$ cat config.mk
export PLATFORM = sky130hd
export DESIGN_NAME = candidate_counter
export DESIGN_NICKNAME = d
export VERILOG_FILES = /design/src/rtl/candidate_counter_pkg.sv /design/src/rtl/candidate_counter_lane_mask_gen.sv /design/src/rtl/candidate_counter.sv
export SDC_FILE = /design/constraint.sdc
export NUM_CORES = 1
export LEC_CHECK = 0
export BUFFER_PORTS_ARGS = -buffer_cell sky130_fd_sc_hd__buf_2
export CAP_MARGIN = 20
export CORE_MARGIN = 4
export CORE_UTILIZATION = 50
export CTS_CLUSTER_SIZE = 20
export DETAILED_ROUTE_END_ITERATION = 6
export GPL_TIMING_DRIVEN = 0
export PLACE_DENSITY = 0.68
export SLEW_MARGIN = 20
export SYNTH_ARGS = -nofsm -noshare
export SYNTH_HDL_FRONTEND = slang
export SYNTH_HIERARCHICAL = 1
export SYNTH_SLANG_ARGS = --single-unit
$ cat constraint.sdc
create_clock -name CLK -period 9.95 [get_ports CLK]
set_input_delay 0 -clock CLK [delete_from_list [all_inputs] [get_ports CLK]]
set_output_delay 0 -clock CLK [all_outputs]
set_load 0.005 [all_outputs]
$ cat src/rtl/candidate_counter_pkg.sv
// Shared types and helpers for the multi-lane key-space candidate counter.
package candidate_counter_pkg;

   typedef enum logic [1:0] {
      IDLE = 2'd0,
      RUN  = 2'd1,
      DONE = 2'd2
   } state_e;

   localparam int unsigned MAX_LANES = 16;

   // Distance between the lane-0 values of consecutive beats.
   function automatic longint unsigned beat_stride(input int unsigned lanes,
                                                   input int unsigned step);
      return 64'(lanes) * 64'(step);
   endfunction

   function automatic logic [4:0] popcount(input logic [MAX_LANES-1:0] mask);
      logic [4:0] n;
      n = '0;
      for (int i = 0; i < MAX_LANES; i++) begin
         n = n + {4'd0, mask[i]};
      end
      return n;
   endfunction

endpackage

$ cat src/rtl/candidate_counter_lane_mask_gen.sv
// Per-lane candidate values and validity mask for one beat starting at base.
module lane_mask_gen #(
   parameter int WIDTH = 32,
   parameter int LANES = 4,
   parameter int STEP  = 1
) (
   input  logic [WIDTH:0]         base,
   input  logic [WIDTH-1:0]       range_end,
   output logic [LANES*WIDTH-1:0] value,
   output logic [LANES-1:0]       mask
);

   for (genvar i = 0; i < LANES; i++) begin : g_lane
      localparam logic [WIDTH:0] LANE_OFFSET = (WIDTH+1)'(i * STEP);
      logic [WIDTH:0] offset;

      // The extra top bit keeps lanes past the all-ones value from wrapping into range.
      assign offset                    = base + LANE_OFFSET;
      assign value[i*WIDTH +: WIDTH]   = offset[WIDTH-1:0];
      assign mask[i]                   = (offset <= {1'b0, range_end});
   end

endmodule

$ cat src/rtl/candidate_counter.sv
// Walks an inclusive key range and issues LANES candidates per beat over valid/ready.
module candidate_counter
   import candidate_counter_pkg::*;
#(
   parameter int WIDTH = 32,
   parameter int LANES = 4,
   parameter int STEP  = 1
) (
   input  logic                   CLK,
   input  logic                   resetn,
   input  logic                   start,
   input  logic                   abort,
   input  logic [WIDTH-1:0]       range_start,
   input  logic [WIDTH-1:0]       range_end,
   output logic                   out_valid,
   input  logic                   out_ready,
   output logic [LANES*WIDTH-1:0] out_value,
   output logic [LANES-1:0]       out_mask,
   output logic                   running,
   output logic                   done,
   output logic [WIDTH:0]         issued_count,
   output logic [1:0]             dbg_state
);

   localparam logic [WIDTH:0] BEAT_STRIDE = (WIDTH+1)'(beat_stride(LANES, STEP));

   // Handshake: a beat transfers on a rising edge where out_valid && out_ready;
   // out_value/out_mask are held unchanged while out_valid && !out_ready.
   state_e                 state;
   logic [WIDTH:0]         base;
   logic [WIDTH-1:0]       end_q;
   logic [WIDTH:0]         next_base;
   logic                   accept;
   logic                   start_ok;
   logic                   last_beat;
   logic [WIDTH:0]         gen_base;
   logic [WIDTH-1:0]       gen_end;
   logic [LANES*WIDTH-1:0] gen_value;
   logic [LANES-1:0]       gen_mask;

   assign out_valid = (state == RUN);
   assign running   = (state == RUN);
   assign done      = (state == DONE);
   assign dbg_state = state;

   assign next_base = base + BEAT_STRIDE;
   assign accept    = out_valid && out_ready;
   assign start_ok  = start && (state != RUN);
   assign last_beat = next_base[WIDTH] || (next_base > {1'b0, end_q});

   // One generator serves both the first beat (from the inputs) and every following beat.
   assign gen_base = start_ok ? {1'b0, range_start} : next_base;
   assign gen_end  = start_ok ? range_end : end_q;

   lane_mask_gen #(
      .WIDTH (WIDTH),
      .LANES (LANES),
      .STEP  (STEP)
   ) u_lane_mask_gen (
      .base      (gen_base),
      .range_end (gen_end),
      .value     (gen_value),
      .mask      (gen_mask)
   );

   always_ff @(posedge CLK or negedge resetn) begin
      if (!resetn) begin
         state        <= IDLE;
         base         <= '0;
         end_q        <= '0;
         out_value    <= '0;
         out_mask     <= '0;
         issued_count <= '0;
      end else if (abort) begin
         state <= IDLE;
      end else begin
         case (state)
            IDLE, DONE: begin
               if (start) begin
                  base         <= {1'b0, range_start};
                  end_q        <= range_end;
                  out_value    <= gen_value;
                  out_mask     <= gen_mask;
                  issued_count <= '0;
                  state        <= (range_start > range_end) ? DONE : RUN;
               end
            end
            RUN: begin
               if (accept) begin
                  issued_count <= issued_count
                                + (WIDTH+1)'(popcount(MAX_LANES'(out_mask)));
                  if (last_beat) begin
                     state <= DONE;
                  end else begin
                     base      <= next_base;
                     out_value <= gen_value;
                     out_mask  <= gen_mask;
                  end
               end
            end
            default: state <= IDLE;
         endcase
      end
   end

endmodule

Word-level counts from Yosys, hierarchy flattened
Index checks and enable logic that the tools add are counted.
Word-level totals
  flip-flop bits (word level): 232
  input bits: 69
  word-level logic and storage cells: 63
  output and inout port bits: 170
Operators by class
  bitwise operators: 1
  equal/unequal tests: 9
  reductions and logical operators: 10
  mux-type cells: 23
  order comparisons: 6
  add/sub/neg operators: 8
Operator list (number)
  2-to-1 mux 128 bit: 3
  one-hot mux 128 bit (2 select lines): 1
  2-to-1 mux 33 bit: 6
  <= comparator 33 x 32 -> 1 bit: 4
  one-hot mux 33 bit (2 select lines): 2
  adder 33 x 2 -> 33 bit (second input constant): 2
  adder 33 x 1 -> 33 bit (second input constant): 1
  adder 33 x 3 -> 33 bit (second input constant): 1
  adder 33 x 4 -> 33 bit: 1
  greater-than comparator 33 x 32 -> 1 bit: 1
  greater-than comparator 32 bit: 1
  2-to-1 mux 32 bit: 1
  2-to-1 mux 4 bit: 3
  2-to-1 mux 2 bit: 5
  one-hot mux 4 bit (2 select lines): 1
  != test 3 x 2 -> 1 bit (second input constant): 2
  AND reduction 3 bit: 2
  AND reduction 5 bit: 1
  adder 3 x 1 -> 4 bit: 1
  != test 2 x 1 -> 1 bit (second input constant): 2
  != test 2 bit (second input constant): 2
  one-hot mux 2 bit (2 select lines): 1
  AND reduction 4 bit: 1
  adder 2 x 1 -> 3 bit: 1
  10 further kinds: 11

Depth between registers and ports, before layout
Gate-level depths: netlist (run 1).
  depth after elaboration: 8
  mapped depth: 23
  mapped depth without buffers: 21

Hierarchy
The synthesis (run 1) kept the hierarchy.
By module, submodules not included
  candidate_counter: cells each 1187, area each 12868.6 sq um, instances 1
  lane_mask_gen: cells each 651, area each 4929.7 sq um, instances 1

Worst setup path after synthesis (run 1)
No wires, ideal clock.
  kind: reg2reg
  start: register base[2]
  end: register out_mask[2]
  required time: 9825 ps
  setup slack: 5267 ps
  cell stages (with the launch flop): 23
  library setup time: 125 ps
  arrival time: 4559 ps
  cell sequence: dfrtp_1 ha_1 and3_1 and4_1 clkbuf_1 nand3_1 or2_2 xor2_1 a21oi_1 buf_2 and3_2 nand4_4 nor2_4 and2_1 xor2_1 ha_1 nand3_1 nor4_1 nand3_1 o211a_1 o211ai_1 a21oi_1 mux2_2
On the way
  longest elaborated chain between the ends: 7
  elaborated cells on any way between the ends: 12
  those cells by class: 2 x add/sub; 2 x order compare; 1 x eq/ne; 5 x mux; 2 x reduce/logical
RTL lines
  from (decl): line candidate_counter.sv:30  | logic [WIDTH:0] base;
  from (signal assigned): line candidate_counter.sv:80  | base <= {1'b0, range_start};
  from (signal assigned): line candidate_counter.sv:95  | base <= next_base;
  adder 33 x 3 -> 33 bit (*): line candidate_counter.sv:46  | assign next_base = base + BEAT_STRIDE;
  2-to-1 mux 33 bit (*): line candidate_counter.sv:52  | assign gen_base = start_ok ? {1'b0, range_start} : next_base;
  via gen_base[14]: line candidate_counter.sv:36  | logic [WIDTH:0] gen_base;
  adder 33 x 2 -> 33 bit (*): line candidate_counter_lane_mask_gen.sv:18  | assign offset = base + LANE_OFFSET;
  via gen_value[83]: line candidate_counter.sv:38  | logic [LANES*WIDTH-1:0] gen_value;
  <= comparator 33 x 32 -> 1 bit (*): line candidate_counter_lane_mask_gen.sv:20  | assign mask[i] = (offset <= {1'b0, range_end});
  via gen_mask[2]: line candidate_counter.sv:39  | logic [LANES-1:0] gen_mask;
  2-to-1 mux 4 bit: line candidate_counter.sv:92  | if (last_beat) begin
  2-to-1 mux 4 bit: line candidate_counter.sv:89  | if (accept) begin
  one-hot mux 4 bit (2 select lines) (*): line candidate_counter.sv:77  | case (state)
  to (signal assigned): line candidate_counter.sv:83  | out_mask <= gen_mask;
  to (signal assigned): line candidate_counter.sv:97  | out_mask <= gen_mask;
  to (decl): line candidate_counter.sv:18  | output logic [LANES-1:0] out_mask,
The timed path passes the listed nets; every way through them passes the cells marked *. The select of a mux whose other input is x is not followed.
A chain may end at the register's enable or synchronous reset.

Worst setup path after layout (run 1)
  start: register state[1], in the netlist dbg_state[1]
  end: register out_mask[2]
On the way
  longest elaborated chain between the ends: 8
  elaborated cells on any way between the ends: 20
  those cells by class: 1 x add/sub; 1 x order compare; 6 x eq/ne; 6 x mux; 6 x reduce/logical
RTL lines
  from (decl): line candidate_counter.sv:29  | state_e state;
  from (signal assigned): line candidate_counter.sv:85  | state <= (range_start > range_end) ? DONE : RUN;
  != test 2 x 1 -> 1 bit (*): line candidate_counter.sv:48  | assign start_ok = start && (state != RUN);
  logical AND 1 bit (*): line candidate_counter.sv:48
  2-to-1 mux 33 bit (*): line candidate_counter.sv:52
  via gen_base[2]: line candidate_counter.sv:36
  adder 33 x 2 -> 33 bit (*): line candidate_counter_lane_mask_gen.sv:18
  via gen_value[88]: line candidate_counter.sv:38
  <= comparator 33 x 32 -> 1 bit (*): line candidate_counter_lane_mask_gen.sv:20
  via gen_mask[2]: line candidate_counter.sv:39
  2-to-1 mux 4 bit: line candidate_counter.sv:92
  2-to-1 mux 4 bit: line candidate_counter.sv:89
  one-hot mux 4 bit (2 select lines) (*): line candidate_counter.sv:77
Marks and branches as above.

==> metrics.txt, run 1 <==
CP peak stage delay approximately 610 ps; Synthesized Nets 2106; critical path class reg -> reg; Post-synth EDFFs 0; number of H-tree levels 1; I/O pin total between 200 and 250; dpl ws 3742 ps; worst-case reg-to-reg path depth 22; clk_skew 21.78 ps; net switching power ~2400 uW; die footprint 38680 sq um; worst reg2reg startpoint dbg_state[1]$_DFFE_PN0P_; startpoint types register; register area share after synthesis 32.62%; PnR worst setup slack approximately 3600 ps; gpl congestion 0.9551; Worst Hold Margin 202.6 ps; number of distinct library cells after synthesis 84; Worst IR Drop VDD about 0.17 mV; critical path data arrival time 6780 ps; Reg-to-Reg End out_mask[2]$_DFFE_PN0P_; hold crit path type in -> reg; Worst R2R Setup Slack approximately 3600 ps; clock share of power approximately a fifth; first drt pass iteration count 5; CTS max path bufs 3; vias in the first global route 15090; Hold Path Depth 4; Critical Path RT 10400 ps; Final Util 61.38%; max cap viols 0; Period Utilization, post-route 63.71%; initial drt markers 1075; Top FF cell, synth dfrtp_1; Worst slew margin a little over a fifth; Clock Sinks 232; leading post-synthesis cells by cell area dfrtp_1 (33%), ha_1 (14%), mux2_4 (8.4%); Mean Syn Cell Area 9.684 sq um; Die Height 196.7 um; PD cells 280.7 nW/um^2; Core ar. 34800 sq um; Tot Pwr ~6000 uW; Num CTS Buffers 27; # diodes 0; CTS tree yes; drt drc 0; Tot GR Track Use 28.46%; CP Cell Sequence nand2b_1 -> clkbuf_1 -> nand2_1 -> clkbuf_1 -> clkbuf_1 -> nor2_1 -> a21oi_1 -> buf_2 -> and4_1 -> nand2_1 -> nor2_2 -> nand2_1 -> nor2_1 -> xor2_1 -> ha_1 -> nand3_1 -> nor4_1 -> nand3_1 -> o211a_1 -> o211ai_1 -> a21oi_1 -> mux2_2; FP Rows a little under 70; Slowest cell on crit path clkbuf_1; global-route wire length before repair roughly 87000 um; final setup vio count 0; shortest period the worst path allows approximately 6300 ps; Pleak 0.01027 uW; Die X ~200 um; Synth area leader dfrtp_1; Slew @ Worst Pin 1152 ps; CTS resizes 0; area growth from synthesis to layout 20.00%; final wirelength 57320 um; Post-Syn Area 17800 sq um; wire length per cell 21.62 um; synthesis warning total 6; CP max FO 10; Yosys reg bits 232; CTS clk-pin slew, worst paths 60 ps; Sw Share 40.68%; Crit. End Element register; ys async rst share 100.0%; Gate power share 54.4%; unrepaired setup endpoints after global routing false; sequential share of power about a quarter; Hold Path End end_q[28]$_DFFE_PN0P_; top cell type's share of synthesized area 32.62%; Top delay family on crit path simple AND/OR/NAND/NOR gates; initial core utilization 51.15%; Antenna Violating Nets Remaining 0; vias per std cell 5.778; synthesized instance count 1838; IO Port Bufs between 200 and 250; final slew viol count 0; GRT overflow 0; Hold Startpoint range_end[28]; Hold Vio Cnt, Final 0; Internal Power roughly 3600 uW; status complete, no violations; Total Nets Final 2445; hpwl dp around 46000 um; TNS Setup 0 ps; f_max ~160 MHz; Root Driver clkbuf_16; via count 15320; clk_lat worst skew 560 ps; worst path bufs/invs 4; layout cell share with drive strength beyond 1 24.94%; largest net degree at the start of global routing 98; initial antenna violation count 0
## state kept, by name, summed over array words and instances (netlist names)
register / cells
base: 33
dbg_state: 2
out_value: 128
issued_count: 33
end_q: 32
out_mask: 4
## per-layer routing
layer | GRT usage, % | wire length (um) | share of wire (%) | vias to the layer above
met4 | 10.22 | 2252 | 3.9 | 0
met5 | 0 | 0 | 0 | -
met2 | 46.90 | 26660 | 47 | 624
met3 | 3.179 | 4032 | 7.0 | 133
li1 | - | - | - | 7132
met1 | 39.12 | 24380 | 43 | 7433
## worst max-delay path by stage
stage / from / end / slack [ps] / cells after the start
global route: dbg_state[1]$_DFFE_PN0P_ / out_mask[2]$_DFFE_PN0P_ / 3330 / 22
finish: dbg_state[1]$_DFFE_PN0P_ / out_mask[2]$_DFFE_PN0P_ / 3610 / 22
detailed placement: dbg_state[1]$_DFFE_PN0P_ / out_mask[2]$_DFFE_PN0P_ / 3740 / 22
CTS: dbg_state[1]$_DFFE_PN0P_ / out_mask[2]$_DFFE_PN0P_ / 3730 / 22
floorplan: base[2]$_DFFE_PN0P_ / out_mask[2]$_DFFE_PN0P_ / 5270 / 22
global placement: dbg_state[0]$_DFFE_PN0P_ / out_mask[3]$_DFFE_PN0P_ / 2960 / 18
## power groups by stage
stage          logic (uW)  registers, uW  clock network [uW]
2_1_floorplan        2150           1560                   0
4_1_cts              3230           1590                1160
3_5_place_dp         3190           1600                   0
5_1_grt              3550           1640                1200
6_report             3260           1590                1140
3_3_place_gp         3110           1590                   0
## metrics by stage
step	instances	instance area, sq um
after CTS	2652	21350
after global placement	2531	19560
after detailed placement	2533	19630
final	2652	21360
after floorplan	1838	17800
after global routing	2652	21360
## kinds of logic (layout without fill, tap and decap cells)
family	after synthesis	after routing	share of synthesized area, %
AOI/OAI and AO/OA	294	294	10.31
xor gates and xnor gates	152	152	7.564
adders and majority gates	199	199	14.12
buffers and inverters	244	603	7.325
DFF	232	232	32.62
muxes	165	165	12.54
and+or+nand+nor	552	552	15.53
## cells in the final DEF, fill, tap and decap left out, types with 6 or more instances in the layout
cell type / netlist / final
a211o_1: 6 / 6
a211oi_1: 12 / 12
a21o_1: 12 / 12
a21oi_1: 79 / 79
and2_1: 12 / 12
and3_1: 21 / 21
and4_1: 18 / 18
buf_2: 7 / 244
buf_4: 48 / 48
buf_6: 10 / 10
buf_8: 10 / 11
bufinv_16: 0 / 7
clkbuf_1: 36 / 37
clkbuf_16: 0 / 27
dfrtp_1: 232 / 232
dlygate4sd3_1: 0 / 69
ha_1: 196 / 196
inv_1: 127 / 127
mux2_1: 18 / 18
mux2_2: 46 / 46
mux2_4: 100 / 100
nand2_1: 205 / 205
nand2b_1: 9 / 9
nand3_1: 62 / 62
nand4_1: 56 / 56
nor2_1: 101 / 101
nor2b_1: 6 / 6
nor3_1: 20 / 19
nor4_1: 8 / 8
o211ai_1: 16 / 16
o21ai_0: 108 / 107
o311ai_0: 15 / 15
xnor2_1: 75 / 75
xor2_1: 75 / 75
## final cells by class
cell class / instances / area [sq um]
fill: 2963 / 13440
multi-input combinational: 1362 / 10700
sequential: 232 / 5806
timing repair buffer: 310 / 1967
buffer: 117 / 827.0
clock buffer: 32 / 734.5
tap: 455 / 569.3
inverter: 127 / 476.7
clock inverter: 17 / 280.3
## worst reg2reg max path: cells and delay by family (launching register included)
kind | cells | cell delay, ps
xor gates and xnor gates | 1 | 270
adders and majority gates | 1 | 190
AOI/OAI and AO/OA | 4 | 1080
and+or+nand+nor | 11 | 2440
DFF | 1 | 410
buffers and inverters | 4 | 1580
muxes | 1 | 260
## cells in the mapped netlist (3+ instances only)
cell type  number
buf_2           7
and3_1         21
a211oi_1       12
nor3_1         20
o2111ai_1       3
mux2_2         46
clkbuf_1       36
buf_6          10
o21a_1          4
nor2_1        101
and2_1         12
xor2_1         75
a21o_1         12
dfrtp_1       232
nand2_1       205
a31o_2          3
o21ai_1         3
mux2_1         18
fa_1            3
nand4_1        56
buf_8          10
mux2_4        100
nand2b_1        9
nand3_1        62
o211ai_1       16
buf_1           4
buf_4          48
a211o_1         6
o311ai_0       15
and4_1         18
ha_1          196
o31a_1          5
a21oi_1        79
o31ai_1         4
nor2b_1         6
nor4_1          8
o21ai_0       108
xnor2_1        75
inv_1         127
## timing repair
item	in CTS	in global routing
buffers inserted	0	0
hold endpoints to repair	299	0
hold buffers	70	0
Note: power is estimated with default switching activity, not from simulation.
==> run 2, diff against run 1 <==
--- a/config.mk
+++ b/config.mk
@@ -12,7 +12,7 @@
 export CTS_CLUSTER_SIZE = 20
 export DETAILED_ROUTE_END_ITERATION = 6
 export GPL_TIMING_DRIVEN = 0
-export PLACE_DENSITY = 0.68
+export PLACE_DENSITY = 0.71
 export SLEW_MARGIN = 20
 export SYNTH_ARGS = -nofsm -noshare
 export SYNTH_HDL_FRONTEND = slang
==> constraint.sdc (replaced) <==
create_clock -name CLK -period 5.4 [get_ports CLK]
set_input_delay 0 -clock CLK [delete_from_list [all_inputs] [get_ports CLK]]
set_output_delay 0 -clock CLK [all_outputs]
set_load 0.005 [all_outputs]
==> metrics.txt, run 2 (synthesis gave the netlist of run 1 again) <==
Crit. End Element register (unchanged); wire length per cell 21.26 um (was 21.62 um); commonest non-fill, non-tap cell in the layout buf_2 (unchanged); Pleak 0.01038 uW (was 0.01027 uW); Antenna Violating Nets Remaining 0 (unchanged); Crit path depth 24 (was 22); Slowest cell on crit path dfrtp_2 (was clkbuf_1); Critical Path RT 5890 ps (was 10400 ps); final wirelength 56650 um (was 57320 um); clk_skew 10.24 ps (was 21.78 ps); Hold Vio Cnt, Final 0 (unchanged); CTS max path bufs 3 (unchanged); final slew viol count 0 (unchanged); Tot GR Track Use 28.60% (was 28.46%); PnR worst setup slack 219.4 ps (was 3610 ps); CTS tree yes (unchanged); Reg-to-Reg End out_mask[2]$_DFFE_PN0P_ (unchanged); CTS clk-pin slew, worst paths 60 ps (about the same); Root Driver clkbuf_16 (unchanged); Clock Sinks 232 (unchanged); GRT overflow 0 (unchanged); most frequent cells in the layout buf_2 (246), dfrtp_1 (231), nand2_1 (205) (was buf_2 (244), dfrtp_1 (232), nand2_1 (205)); Worst R2R Setup Slack 220 ps (was 3610 ps); Register Area 5807 sq um (was 5806 sq um); critical path startpoint base[2]$_DFFE_PN0P_ (was dbg_state[1]$_DFFE_PN0P_); area growth from synthesis to layout 21.50% (was 20.00%); Period Utilization, post-route 95.94% (was 63.71%); Top reg by flops out_value (unchanged); initial core utilization 51.15% (unchanged); Total Nets Final 2457 (was 2445); Die Height 196.7 um (unchanged); initial drt markers 1003 (was 1075); Top Registers out_value: 128 flops, base: 33 flops, issued_count: 33 flops (unchanged); critical path class reg -> reg (unchanged); via count 15210 (was 15320); IO Port Bufs 238 (unchanged); startpoint types register (unchanged); post-route cell area 21630 sq um (was 21360 sq um); CP max FO 9 (was 10); final setup vio count 0 (unchanged); CP Cell Sequence and4_2 -> nand4_1 -> nor2_4 -> nand4_1 -> or2_4 -> xnor2_2 -> mux2_4 -> buf_4 -> and4_1 -> and3_1 -> buf_6 -> and3_4 -> nand2_1 -> nor2_2 -> xor2_2 -> ha_1 -> nand3_1 -> nor4_4 -> buf_4 -> a221oi_2 -> o211a_1 -> o211ai_1 -> a21oi_1 -> mux2_2 (was nand2b_1 -> clkbuf_1 -> nand2_1 -> clkbuf_1 -> clkbuf_1 -> nor2_1 -> a21oi_1 -> buf_2 -> and4_1 -> nand2_1 -> nor2_2 -> nand2_1 -> nor2_1 -> xor2_1 -> ha_1 -> nand3_1 -> nor4_1 -> nand3_1 -> o211a_1 -> o211ai_1 -> a21oi_1 -> mux2_2); Worst IR Drop VDD 0.3031 mV (was 0.1696 mV); clk_lat worst skew 560 ps (about the same); shortest period the worst path allows 5181 ps (was 6340 ps); gpl congestion 0.9608 (was 0.9551); global-route wire length before repair 87410 um (was 86600 um); critical path data arrival time 5670 ps (was 6780 ps); Top delay family on crit path simple AND/OR/NAND/NOR gates (unchanged); die footprint 38680 sq um (unchanged); status complete, no violations (unchanged); CP peak stage delay 400 ps (was 610 ps); dpl ws -882.8 ps (was 3742 ps); largest net degree at the start of global routing 97 (was 98); Slew @ Worst Pin 1011 ps (was 1152 ps); Fill cells 2900 (was 2963); drt drc 0 (unchanged); vias in the first global route 15390 (was 15090); initial antenna violation count 1 (was 0); max cap viols 0 (unchanged); I/O pin total 239 (unchanged); layout cell share with drive strength beyond 1 27.21% (was 24.94%); Num CTS Buffers 29 (was 27); FP Rows 68 (unchanged); Worst slew margin 32.63% (was 21.21%); first drt pass iteration count 5 (unchanged); worst-case reg-to-reg path depth 24 (was 22); worst path bufs/invs 3 (was 4); PD cells 512.4 nW/um^2 (was 280.7 nW/um^2); vias per std cell 5.705 (was 5.778); Core ar. 34800 sq um (unchanged); hold crit path type in -> async (was in -> reg); max reg flops 128 (unchanged); hpwl dp 44940 um (was 45560 um); Die X 196.7 um (unchanged); number of H-tree levels 1 (unchanged); f_max 193.0 MHz (was 157.7 MHz); worst reg2reg startpoint base[2]$_DFFE_PN0P_ (was dbg_state[1]$_DFFE_PN0P_); Placed Instance Area 19630 sq um (unchanged); multi-input logic area 10890 sq um (was 10700 sq um)
[run 2: cell types whose count changed in the layout (fill, tap and decap cells not counted), sizes merged]
cell,previous run,this run
clkinv,4,7
buf,320,336
inv,131,127
dlygate4sd3,69,68
diode,0,1
bufinv,7,4
clkinvlp,2,3
[run 2: power breakdown]
group	leakage [uW]	switching, uW	internal (uW)
Clock	0.000493	772	1260
Combinational	0.00707	3220	2880
Sequential	0.00283	516	2430
[run 2: worst max-delay path by stage]
stage	slack, ps	to
after floorplan	720	out_mask[2]$_DFFE_PN0P_
after global routing	-9	out_mask[2]$_DFFE_PN0P_
after CTS	4	out_mask[1]$_DFFE_PN0P_
after detailed placement	-880	out_mask[2]$_DFFE_PN0P_
final	220	out_mask[2]$_DFFE_PN0P_
after global placement	-1430	out_mask[3]$_DFFE_PN0P_
[run 2: metal layers]
layer	wire, um	global-route usage, %
met5	0	0
met4	2476	11.27
met3	3367	3.453
met2	26240	47.23
met1	24560	38.62
[run 2: layout make-up]
type,instances,share of cell area [%]
multi-input cells,1362,50.34
clock buffers,37,3.819
repair buffers,323,9.477
inverters,127,2.204
diodes,1,0.01157
flip-flops and latches,232,26.85
plain buffers,114,3.847
clock inverters,14,0.8216
well taps,455,2.632
[run 2: repair_timing]
item,in CTS,in global routing
buffers inserted,6,9
pin swaps,4,5
hold buffers,68,0
gates resized for setup,22,34
endpoints found under the hold margin,223,0
setup endpoints to repair,3,3
[run 2: through the flow]
step	setup TNS (ps)	hold slack, ps	total power, uW	utilization (%)	cells
final	0	10.06	11080	62.15	2665
after global routing	-8.646	74.46	11850	62.15	2665
after CTS	0	44.31	10980	61.59	2657
after detailed placement	-1941	24.13	8805	56.40	2533
after global placement	-3893	211.4	8600	56.21	2531
after floorplan	0	-295.6	6837	-	1838
